### config.mk
export PLATFORM = sky130hd
export DESIGN_NAME = pkt_ingress_arb
export DESIGN_NICKNAME = d
export VERILOG_FILES = /design/src/rtl/pkt_h.sv /design/src/rtl/rr_next_sel.sv /design/src/rtl/pkt_ingress_arb.sv
export SDC_FILE = /design/constraint.sdc
export NUM_CORES = 1
export LEC_CHECK = 0
export ABC_AREA = 1
export CAP_MARGIN = 20
export CORE_AREA = 4 4 186 188
export DETAILED_ROUTE_END_ITERATION = 12
export DIE_AREA = 0 0 190 192
export PLACE_DENSITY = 0.61
export REMOVE_ABC_BUFFERS = 1
export SYNTH_ARGS = -nofsm -noshare
export SYNTH_HDL_FRONTEND = slang
export SYNTH_SLANG_ARGS = --single-unit
export TNS_END_PERCENT = 1
### constraint.sdc
create_clock -name clk -period 3.2 [get_ports clk]
set_input_delay 0.96 -clock clk [delete_from_list [all_inputs] [get_ports clk]]
set_output_delay 0.96 -clock clk [all_outputs]
set_load 0.02 [all_outputs]
### src/rtl/pkt_h.sv
// Shared packet header type, statistics width and ingress arbiter state encoding.
package pkt_h;

  localparam int unsigned STAT_W = 32;

  typedef struct packed {
    logic [7:0]  flow_id;
    logic [3:0]  prio;
    logic [3:0]  kind;
    logic [15:0] len;
  } pkHeadInfo;

  typedef enum logic [0:0] {
    StIdle,
    StServe
  } arb_state_e;

endpackage

### src/rtl/rr_next_sel.sv
// Round-robin search: first set request bit at or after start, wrapping around.
module rr_next_sel #(
  parameter int unsigned N = 4
) (
  input  logic [N-1:0]         req,
  input  logic [$clog2(N)-1:0] start,
  output logic                 found,
  output logic [$clog2(N)-1:0] idx
);

  localparam int unsigned IW = $clog2(N);

  logic [IW-1:0] cand;

  always_comb begin
    found = 1'b0;
    idx   = '0;
    cand  = '0;
    for (int unsigned k = 0; k < N; k++) begin
      cand = IW'((32'(start) + k) % N);
      if (!found && req[cand]) begin
        found = 1'b1;
        idx   = cand;
      end
    end
  end

endmodule

### src/rtl/pkt_ingress_arb.sv
// Weighted round-robin ingress arbiter: grants one requester at a time to the priorer,
// spending per-port credit on each accepted packet.
module pkt_ingress_arb
  import pkt_h::*;
#(
  parameter int unsigned DWIDTH   = 32,
  parameter int unsigned NPORT    = 4,
  parameter int unsigned WEIGHT_W = 4
) (
  input  logic                      clk,
  input  logic                      rst,
  input  logic                      cfg_en,
  input  logic [NPORT*WEIGHT_W-1:0] cfg_weight,
  input  logic [NPORT-1:0]          req_valid,
  output logic [NPORT-1:0]          req_ready,
  input  pkHeadInfo [NPORT-1:0]     req_pkt_info,
  input  logic [NPORT*DWIDTH-1:0]   req_data,
  input  logic                      out_ready,
  output logic                      out_en,
  output pkHeadInfo                 out_pkt_info,
  output logic [DWIDTH-1:0]         out_data,
  output logic [$clog2(NPORT)-1:0]  out_port,
  output logic [NPORT*STAT_W-1:0]   stat_cnt
);

  localparam int unsigned PW = $clog2(NPORT);

  arb_state_e                      state_q, state_d;
  logic [PW-1:0]                   ptr_q, ptr_d;
  logic [PW-1:0]                   last_ptr_q, last_ptr_d;
  logic [WEIGHT_W-1:0]             credit_q, credit_d;
  logic [NPORT-1:0][STAT_W-1:0]    stat_q, stat_d;

  logic [NPORT-1:0][WEIGHT_W-1:0]  weight;
  logic [NPORT-1:0][DWIDTH-1:0]    data;
  logic [NPORT-1:0]                eligible;
  logic [PW-1:0]                   search_base;
  logic [PW-1:0]                   search_start;
  logic                            nxt_found;
  logic [PW-1:0]                   nxt_idx;
  logic                            xfer;

  assign weight = cfg_weight;
  assign data   = req_data;

  always_comb begin
    eligible = '0;
    for (int unsigned i = 0; i < NPORT; i++) begin
      eligible[i] = cfg_en && req_valid[i] && (weight[i] != '0);
    end
  end

  // IDLE resumes after the last served port; SERVE looks past the current one.
  assign search_base  = (state_q == StIdle) ? last_ptr_q : ptr_q;
  assign search_start = (search_base == PW'(NPORT - 1)) ? '0 : search_base + PW'(1);

  rr_next_sel #(
    .N(NPORT)
  ) u_rr_next_sel (
    .req   (eligible),
    .start (search_start),
    .found (nxt_found),
    .idx   (nxt_idx)
  );

  assign xfer = !rst && (state_q == StServe) && eligible[ptr_q] && out_ready;

  always_comb begin
    state_d    = state_q;
    ptr_d      = ptr_q;
    last_ptr_d = last_ptr_q;
    credit_d   = credit_q;
    if (!cfg_en) begin
      state_d = StIdle;
    end else begin
      unique case (state_q)
        StIdle: begin
          if (nxt_found) begin
            state_d  = StServe;
            ptr_d    = nxt_idx;
            credit_d = weight[nxt_idx];
          end
        end
        StServe: begin
          if (xfer && (credit_q > WEIGHT_W'(1))) begin
            credit_d = credit_q - WEIGHT_W'(1);
          end else if (xfer || !eligible[ptr_q]) begin
            if (nxt_found) begin
              ptr_d    = nxt_idx;
              credit_d = weight[nxt_idx];
            end else begin
              state_d    = StIdle;
              last_ptr_d = ptr_q;
            end
          end
        end
        default: state_d = StIdle;
      endcase
    end
  end

  always_comb begin
    req_ready    = '0;
    out_en       = xfer;
    out_port     = '0;
    out_pkt_info = '0;
    out_data     = '0;
    if (xfer) begin
      req_ready[ptr_q] = 1'b1;
      out_port         = ptr_q;
      out_pkt_info     = req_pkt_info[ptr_q];
      out_data         = data[ptr_q];
    end
  end

  always_comb begin
    stat_d = stat_q;
    if (xfer && (stat_q[ptr_q] != '1)) begin
      stat_d[ptr_q] = stat_q[ptr_q] + STAT_W'(1);
    end
  end

  assign stat_cnt = stat_q;

  always_ff @(posedge clk) begin
    if (rst) begin
      state_q    <= StIdle;
      ptr_q      <= '0;
      last_ptr_q <= PW'(NPORT - 1);
      credit_q   <= '0;
      stat_q     <= '0;
    end else begin
      state_q    <= state_d;
      ptr_q      <= ptr_d;
      last_ptr_q <= last_ptr_d;
      credit_q   <= credit_d;
      stat_q     <= stat_d;
    end
  end

endmodule

**Word-level counts from Yosys, hierarchy flattened**

Cells that the tools add are included.

- Register bits: 137
- Logic and storage cells: 111

- $add $sub $neg: 6
- Magnitude comparators: 8
- Equality and inequality tests: 5
- Mux-type cells: 49
- Bitwise gates (word level): 4
- Reduce and logical (&&, ||, !) cells: 31

Operators by type and width:

| operator | count |
|---|---|
| 32-bit binary-select mux with 2-bit select | 3 |
| 32-bit 2-to-1 mux | 6 |
| 128-bit bitwise mux | 1 |
| 32-bit demux with 2-bit select | 1 |
| 32-bit by 1-bit adder with 32-bit output (second input constant) | 1 |
| 32-bit != test (second input constant) | 1 |
| 2-bit 2-to-1 mux | 10 |
| 4-bit 2-to-1 mux | 5 |
| 2-bit by 3-bit less-than comparator with 1-bit output (second input constant) | 6 |
| 1-bit logical AND | 17 |
| 4-bit nonzero test | 4 |
| 1-bit 2-to-1 mux | 13 |
| 1-bit binary-select mux with 2-bit select | 5 |
| 4-bit binary-select mux with 2-bit select | 1 |
| 4-bit case mux with 2 select lines | 1 |
| 1-bit logical NOT | 5 |
| 5-bit AND reduction | 1 |
| 2-bit by 1-bit adder with 2-bit output (second input constant) | 2 |
| 2-bit adder (second input constant) | 2 |
| 4-bit by 1-bit > comparator with 1-bit output (second input constant) | 1 |
| 1-bit NOT | 4 |
| 2-bit case mux with 2 select lines | 1 |
| 4-bit by 1-bit subtractor with 4-bit output (second input constant) | 1 |
| 3-bit by 1-bit != test with 1-bit output (second input constant) | 1 |
| 10 further kinds | 10 |

**Longest topological paths before layout**

Gate-level depths: netlist (run 1).

- Depth after elaboration: 21
- Depth in mapped cells: 21
- Gate-level depth less buffers: 19

**Hierarchy**

A second synthesis (run 1) with hierarchy kept.

- Cells, all modules: 1861
- Area, all modules: 10362.4 µm²

By module, submodules not included:

| module | times used | cells an instance | area an instance (µm²) | sequential area each (µm²) |
|---|---|---|---|---|
| pkt_ingress_arb | 1 | 1802 | 10043.4 | 2742.6 |
| rr_next_sel | 1 | 59 | 319.1 | 0.0 |

**Worst setup path before layout (run 1)**

Ideal clock, no wire load.

- Path type: input-to-output
- Start point: input cfg_weight[6]
- End point: output out_pkt_info[16] in the netlist's numbering
- Arrival: 2.562 ns
- Data required time: 2.240 ns
- Setup slack: -0.322 ns
- Stages: 10
- Buffers on the path: 2
- Path through: nor2_1 -> nand2_1 -> nand2_1 -> nand2_1 -> nand4_1 -> nor2_2 -> inv_2 -> buf_1 -> buf_1 -> a31oi_1

RTL lines:

| item | line | source |
|---|---|---|
| start, declared | pkt_ingress_arb.sv:13 | `input logic [NPORT*WEIGHT_W-1:0] cfg_weight,` |
| end, declared | pkt_ingress_arb.sv:20 | `output pkHeadInfo out_pkt_info,` |

==> reports/qor.yml, run 1 <==
clock_tree.root_cell: "sky130_fd_sc_hd__clkbuf_16"
layout-drive-gt1-share_pct: 13.8
synth.cell_area_um2: 8620
overflow: 0
layout.cell_area.non_filler_um2: 15100
drt_iter0_markers: 853
finish.cell_count_without_fillers: 2343
grt_pass1_wl_mm: 69.5
ys_warns: 0
post_drt_via_cell_ratio: 5.07
postRouteWirelength_mm: 48.7
worst_r2r_endpoint: "stat_cnt[3]"
number_of_antenna_violations_at_the_first_check_in_global_routing: 8
routabilityCongestion: 0.944
finalCriticalPeriod_ns: 3.68
area_growth_pct: 75.2
io_buffer_count: 478
htreeDepth: 4
p_leak_nw: 5.84
critical_path.endpoint_type: "output pin"
clock_tree.buffer_depth: 2
floorplan.rows: 67
final_nets: 2158
timing.slew.headroom_pct: 41.4
die_outline_height_um: 192
dieWidth_um: 190
finalClockSkew_ns: 0.0148
power_density_nw_per_um2: 414
reg2reg_setup_slack_ns: 0.06
detail_route.wl_per_cell_um: 20.8
timing.critical_path.from_type: "input pin"
max_clock_freq_mhz: 272
critPathKind: "in -> out"
floorplan.core_area_um2: 33100
floorplan.io_pins: 479
clock_sink_count: 137
synth_seq_cells: 137
route.vias.total: 11900
reg2reg_depth: 17
tritoncts.num_buffers: 17
avgSynthCellArea_um2: 6.30
rsz0062_at_grt: "true"
fp.dieArea_um2: 36500
placed_cells: 2300
first_global_vias: 11300
peakVddDrop_mv: 0.358
drcViolationCount: 0
cts_tree: "yes"
synth_area_leaders: "sky130_fd_sc_hd__dfxtp_1 (32%), sky130_fd_sc_hd__nand2_1 (20%), sky130_fd_sc_hd__a21oi_1 (6.5%)"
cp_data_arrival_time_ns: 2.72
grt_start_max_net_pins: 92
drtPass1Iterations: 5
tightest_slew_ns: 0.878
final_hold_viol_count: 0
drt.antenna.violating_nets: 0
max_cap_viol_count: 0
crit_fanout: 12
sequential_fraction_of_the_synthesis_area_pct: 31.8
clk_latency_ns: 0.43
dpl-instance-area_um2: 14400
setup_ws_ns: -0.477
min_path_type: "reg -> reg"
setup_viol: 71
synth_top_cell_by_area: "sky130_fd_sc_hd__dfxtp_1"
critical_path_required_ns: 2.24
worst_hold_startpoint: "stat_cnt[38]"
hold_path_end: "stat_cnt[38]"
path_clk_slew_ns: 0.06
final_max_slew_viol_count: 0
start_util_pct: 26.0
place_hpwl_mm: 37.1
synth_top_area_share_pct: 31.8
synthesis.instances: 1369
failing_checks: "setup timing"
worstHoldPathCells: 2
result_of_the_run: "complete, but fails checks"
grt_util_all_layers_pct: 24.5
hold_buffers: 0
final.period_utilization_pct: 115
worst_r2r_startpoint: "ptr_q[1]"
yosysUniqueCellTypes: 38
-- power breakdown --
group,switching [W],internal [W]
Sequential,0.0000481,0.00175
Combinational,0.00141,0.00103
Clock,0.000826,0.00118
Total,0.00228,0.00397
-- cells by family (layout without fill, tap and decap cells) --
| family | Yosys count | in the layout | synth area share (%) |
|---|---|---|---|
| xor+xnor | 29 | 29 | 3.03 |
| simple gates | 657 | 657 | 30.5 |
| compound gates | 369 | 369 | 25.4 |
| buf+inv | 174 | 693 | 8.73 |
| flops | 137 | 137 | 31.8 |
| other cells | 0 | 7 | 0 |
| fa+ha+maj | 3 | 3 | 0.435 |
-- metal layers --
metal | part of all wire [%] | up-vias | GRT usage (%) | routed length (um)
li1 | - | 5608 | - | -
met5 | 0.15 | - | 1.37 | 75
met4 | 3.0 | 4 | 7.90 | 1460
met3 | 9.4 | 88 | 7.16 | 4580
met2 | 48 | 636 | 40.7 | 23300
met1 | 40 | 5551 | 30.4 | 19400
-- critical path, stage by stage --
cell	delay (ns)
sky130_fd_sc_hd__clkdlybuf4s50_1	0.48
sky130_fd_sc_hd__nor2_1	0.06
sky130_fd_sc_hd__nand2_1	0.12
sky130_fd_sc_hd__nand2_2	0.07
sky130_fd_sc_hd__nand2_1	0.05
sky130_fd_sc_hd__nand4_1	0.11
sky130_fd_sc_hd__nor2_2	0.20
sky130_fd_sc_hd__inv_4	0.10
sky130_fd_sc_hd__buf_4	0.19
sky130_fd_sc_hd__a31oi_2	0.20
sky130_fd_sc_hd__buf_6	0.16
-- synth_stat cells --
cell                        instances
sky130_fd_sc_hd__nand3_1           31
sky130_fd_sc_hd__o221ai_1           1
sky130_fd_sc_hd__xnor2_1            6
sky130_fd_sc_hd__buf_4              6
sky130_fd_sc_hd__nor3_1            16
sky130_fd_sc_hd__a221oi_2           2
sky130_fd_sc_hd__o21ai_0           90
sky130_fd_sc_hd__nand2_1          449
sky130_fd_sc_hd__nor2_1           132
sky130_fd_sc_hd__buf_2             22
sky130_fd_sc_hd__a22oi_1           71
sky130_fd_sc_hd__a21oi_2            1
sky130_fd_sc_hd__o211ai_1           5
sky130_fd_sc_hd__o2111ai_1          8
sky130_fd_sc_hd__nand2_2            8
sky130_fd_sc_hd__nor2_8             1
sky130_fd_sc_hd__ha_1               3
sky130_fd_sc_hd__inv_2              7
sky130_fd_sc_hd__inv_4              1
sky130_fd_sc_hd__nor2_4             2
sky130_fd_sc_hd__xnor2_2            1
sky130_fd_sc_hd__dfxtp_1          137
sky130_fd_sc_hd__and2_1             2
sky130_fd_sc_hd__buf_6              6
sky130_fd_sc_hd__clkbuf_1          44
sky130_fd_sc_hd__o21ai_1            7
sky130_fd_sc_hd__a21oi_1          112
sky130_fd_sc_hd__nand4_1            8
sky130_fd_sc_hd__nand4_2            2
sky130_fd_sc_hd__a31oi_1           64
sky130_fd_sc_hd__buf_1              7
sky130_fd_sc_hd__or2_2              1
sky130_fd_sc_hd__clkbuf_2           2
sky130_fd_sc_hd__xor2_1            22
sky130_fd_sc_hd__a21oi_4            1
sky130_fd_sc_hd__inv_1             79
sky130_fd_sc_hd__o22ai_1            7
sky130_fd_sc_hd__nor2_2             5
-- state kept, by name, indices dropped and copies added (netlist names) --
name        cells
credit_q        4
last_ptr_q      2
ptr_q           2
stat_cnt      128
state_q         1
-- repair_timing --
item | CTS | global route
hold endpoints to repair | 0 | 0
buffers inserted | 0 | 4
resized for setup | 184 | 264
endpoints found under the setup margin | 71 | 177
pin swaps | 0 | 4
-- per-stage QoR --
step                total power (W)  setup TNS (ns)  setup slack (ns)  hold WS (ns)  util, %
finish                      0.00625          -29.26            -0.477         0.470     45.6
global route                0.00654          -44.92            -0.566         0.497     45.6
global placement            0.00421          -76.71            -0.984         0.460     43.5
detailed placement          0.00420          -79.31             -1.02         0.463     43.5
floorplan                   0.00289         -162.93             -1.23         0.452        -
CTS                         0.00621          -38.98            -0.599         0.472     45.3
-- layout by cell type, fill, tap and decap left out, types with 8 or more instances in the layout --
cell type / instances
sky130_fd_sc_hd__a21oi_1: 112
sky130_fd_sc_hd__a22oi_1: 71
sky130_fd_sc_hd__a31oi_1: 44
sky130_fd_sc_hd__a31oi_2: 18
sky130_fd_sc_hd__buf_12: 15
sky130_fd_sc_hd__buf_4: 142
sky130_fd_sc_hd__clkbuf_16: 17
sky130_fd_sc_hd__clkdlybuf4s50_1: 395
sky130_fd_sc_hd__dfxtp_1: 137
sky130_fd_sc_hd__dlymetal6s2s_1: 10
sky130_fd_sc_hd__inv_1: 78
sky130_fd_sc_hd__nand2_1: 445
sky130_fd_sc_hd__nand2_2: 12
sky130_fd_sc_hd__nand3_1: 31
sky130_fd_sc_hd__nand4_1: 8
sky130_fd_sc_hd__nor2_1: 130
sky130_fd_sc_hd__nor3_1: 15
sky130_fd_sc_hd__o2111ai_1: 8
sky130_fd_sc_hd__o21ai_0: 90
sky130_fd_sc_hd__xor2_1: 21
-- cell type report --
class / count / area (um2)
Antenna cell: 7 / 17.5
Clock buffer: 18 / 439
Clock inverter: 14 / 159
Fill cell: 3339 / 18000
Inverter: 87 / 333
Multi-Input combinational cell: 1058 / 5310
Sequential cell: 137 / 2740
Tap cell: 448 / 561
Timing Repair Buffer: 574 / 5550
-- worst max-delay path by stage --
stage / from / end / slack [ns] / cells past startpoint
floorplan: rst / req_ready[3] / -1.23 / 5
global placement: cfg_en / out_pkt_info[17] / -0.98 / 11
detailed placement: cfg_en / out_data[1] / -1.02 / 11
CTS: cfg_weight[9] / out_data[15] / -0.60 / 11
global route: cfg_weight[13] / out_pkt_info[13] / -0.57 / 11
finish: cfg_weight[13] / out_pkt_info[9] / -0.48 / 11
Note: power is estimated with default switching activity, not from simulation.
==> inputs of run 2 (changes only) <==
- CAP_MARGIN: 20 -> not set
==> results of run 2 <==
No change in the layout: final DEF, timing and power equal those of run 1.
==> inputs of run 3 (changes only) <==
- ABC_CLOCK_PERIOD_IN_PS: not set -> 3200
- REMOVE_ABC_BUFFERS: 1 -> not set
==> run 3 against run 2 <==
Compared with the run above:
- the flow still finishes with violations (setup timing)
- first-iteration DRC count is 1.6% lower
- largest power group unchanged
- final cell count is 2.8% higher
- clock power is 4% lower
- global-route usage is 2.5 points higher
- highest routed layer unchanged
- sequential cell count stayed put
- worst hold slack better by 0.0059 ns
- sequential power hardly changed
- design area is 6.2% higher
- clock-buffer cell count is 1 lower
- sequential share of layout area is 1.1 points lower
==> reports/qor.yml, run 3 (synthesis results as in run 1) <==
clock_tree.root_cell: "sky130_fd_sc_hd__clkbuf_16"
worst_hold_startpoint: "stat_cnt[7]"
final_nets: 2221  # +2.9%
leading_cell_type_in_the_layout_fill_and_taps_excluded: "sky130_fd_sc_hd__nand2_1"
critical_path_launch_point: "cfg_weight[2]"
route.vias.total: 12100  # +1.7%
failing_checks: "setup timing"
min_path_type: "reg -> reg"
max_clock_freq_mhz: 285  # +4.8%
drcViolationCount: 0  # unchanged
cp_data_arrival_time_ns: 2.55  # -0.17 ns
crit_fanout: 15  # +3
drtPass1Iterations: 5  # unchanged
hold_buffers: 0  # unchanged
finalClockSkew_ns: 0.0210  # +0.00623 ns
io_buffer_count: 478  # unchanged
result_of_the_run: "complete, but fails checks"
final.period_utilization_pct: 110  # -5.3 points
p_leak_nw: 6.21  # +6.3%
grt_util_all_layers_pct: 27.0  # +2.5 points
layout-drive-gt1-share_pct: 19.1  # +5.2 points
floorplan.core_area_um2: 33100  # unchanged
finalCriticalPeriod_ns: 3.51  # -0.170 ns
rsz0062_at_grt: "true"
grt_pass1_wl_mm: 74.6  # +7.4%
route.layer.met1.wl_mm: 21.7  # +12%
tritoncts.num_buffers: 17  # unchanged
setup_ws_ns: -0.307  # +0.170 ns
overflow: 0  # unchanged
highest_layer: "met5"
critPathKind: "in -> out"
place_hpwl_mm: 41.0  # +10%
dpl-instance-area_um2: 15000  # +4.3%
clock_sink_count: 137  # unchanged
first_global_vias: 11800  # +4.5%
timing.critical_path.from_type: "input pin"
drt.antenna.violating_nets: 0  # unchanged
clk_latency_ns: 0.43  # about the same
timing.slew.headroom_pct: 42.8  # +1.4 points
most-common-layout-cells: "sky130_fd_sc_hd__nand2_1 (436), sky130_fd_sc_hd__clkdlybuf4s50_1 (384), sky130_fd_sc_hd__buf_4 (176), sky130_fd_sc_hd__dfxtp_1 (137), sky130_fd_sc_hd__nor2_1 (121)"
detail_route.wl_per_cell_um: 22.0  # +5.8%
path_clk_slew_ns: 0.07  # about the same
drt_iter0_markers: 839  # -1.6%
setup_viol: 70  # -1.4%
clock_tree.buffer_depth: 2  # unchanged
dieWidth_um: 190  # unchanged
area_growth_pct: 86.0
wl_met2_mm: 24.6  # +5.7%
number_of_antenna_violations_at_the_first_check_in_global_routing: 12  # +4
nets_in_the_synthesized_netlist: 1652
postRouteWirelength_mm: 53.0  # +8.8%
cts_tree: "yes"
critical_path_required_ns: 2.24  # about the same
floorplan.rows: 67  # unchanged
routabilityCongestion: 0.960  # +1.7%
routed-wl-met3_mm: 4.47  # -2.4%
post_drt_via_cell_ratio: 5.02  # -1.1%
start_util_pct: 26.0  # unchanged
worst_r2r_startpoint: "ptr_q[0]"
final_max_slew_viol_count: 0  # unchanged
peakVddDrop_mv: 0.247  # -31%
floorplan.io_pins: 479  # unchanged
layout.cell_area.non_filler_um2: 16000  # +6.2%
largest_register_ffs: 128  # unchanged
critical_path.endpoint_type: "output pin"
htreeDepth: 4  # unchanged
tightest_slew_ns: 0.858  # -0.0203 ns
final_hold_viol_count: 0  # unchanged
max_cap_viol_count: 0  # unchanged
fp.dieArea_um2: 36500  # unchanged
detailedPlace.worstSlack_ns: -1.12  # -0.0971 ns
power_density_nw_per_um2: 394  # -4.8%
grt_start_max_net_pins: 92  # unchanged
die_outline_height_um: 192  # unchanged
run 3: where the power goes:
group	internal, W	switching (W)	total [W]
Clock	0.00109	0.000834	0.00192
Sequential	0.00175	0.0000437	0.00180
Combinational	0.00110	0.00150	0.00260
Total	0.00394	0.00237	0.00631
run 3: cell type report:
type	instances	area, um2
Sequential cell	137	2740
Inverter	87	335
Clock inverter	15	143
Fill cell	3280	17100
Multi-Input combinational cell	1058	5540
Tap cell	448	561
Antenna cell	10	25.0
Timing Repair Buffer	637	6270
Clock buffer	17	425
run 3: timing repair:
item | CTS | global route
cloned | 1 | 3
resized for setup | 297 | 232
endpoints found under the setup margin | 71 | 176
pin swaps | 6 | 16
hold endpoints to repair | 0 | 0
setup buffers | 0 | 6
run 3: critical path, stage by stage:
cell	delay, ns
sky130_fd_sc_hd__buf_6	0.07
sky130_fd_sc_hd__nor2_2	0.04
sky130_fd_sc_hd__nand2_2	0.09
sky130_fd_sc_hd__nand2_2	0.07
sky130_fd_sc_hd__nand2_2	0.05
sky130_fd_sc_hd__nand4_1	0.16
sky130_fd_sc_hd__nor2_4	0.18
sky130_fd_sc_hd__clkinv_4	0.17
sky130_fd_sc_hd__buf_6	0.18
sky130_fd_sc_hd__clkbuf_16	0.18
sky130_fd_sc_hd__a31oi_2	0.19
sky130_fd_sc_hd__buf_4	0.17
run 3: path summary, 6_finish.rpt:
path	end	slack, ns	cells past startpoint
setup reg to reg	stat_cnt[18]	0.06	17
hold reg to reg	stat_cnt[7]	0.48	2
setup / recovery	out_pkt_info[4]	-0.31	12
hold / removal	stat_cnt[7]	0.48	2
run 3: metrics by stage:
stage          total power, W  instances  hold slack, ns  TNS (ns)  utilization (%)
2_1_floorplan         0.00305       1369           0.459     -3.18                -
3_3_place_gp          0.00434       2357           0.462    -79.37             45.4
3_5_place_dp          0.00431       2357           0.469    -83.84             45.4
4_1_cts               0.00623       2390           0.478    -41.13             47.0
5_1_grt               0.00660       2404           0.482    -24.94             48.4
6_report              0.00631       2409           0.476    -14.79             48.4
run 3: routing by layer:
metal | track usage [%] | vias to the layer above
li1 | - | 5744
met1 | 35.0 | 5618
met2 | 43.3 | 622
met3 | 6.74 | 99
met4 | 10.3 | 4
met5 | 0 | -
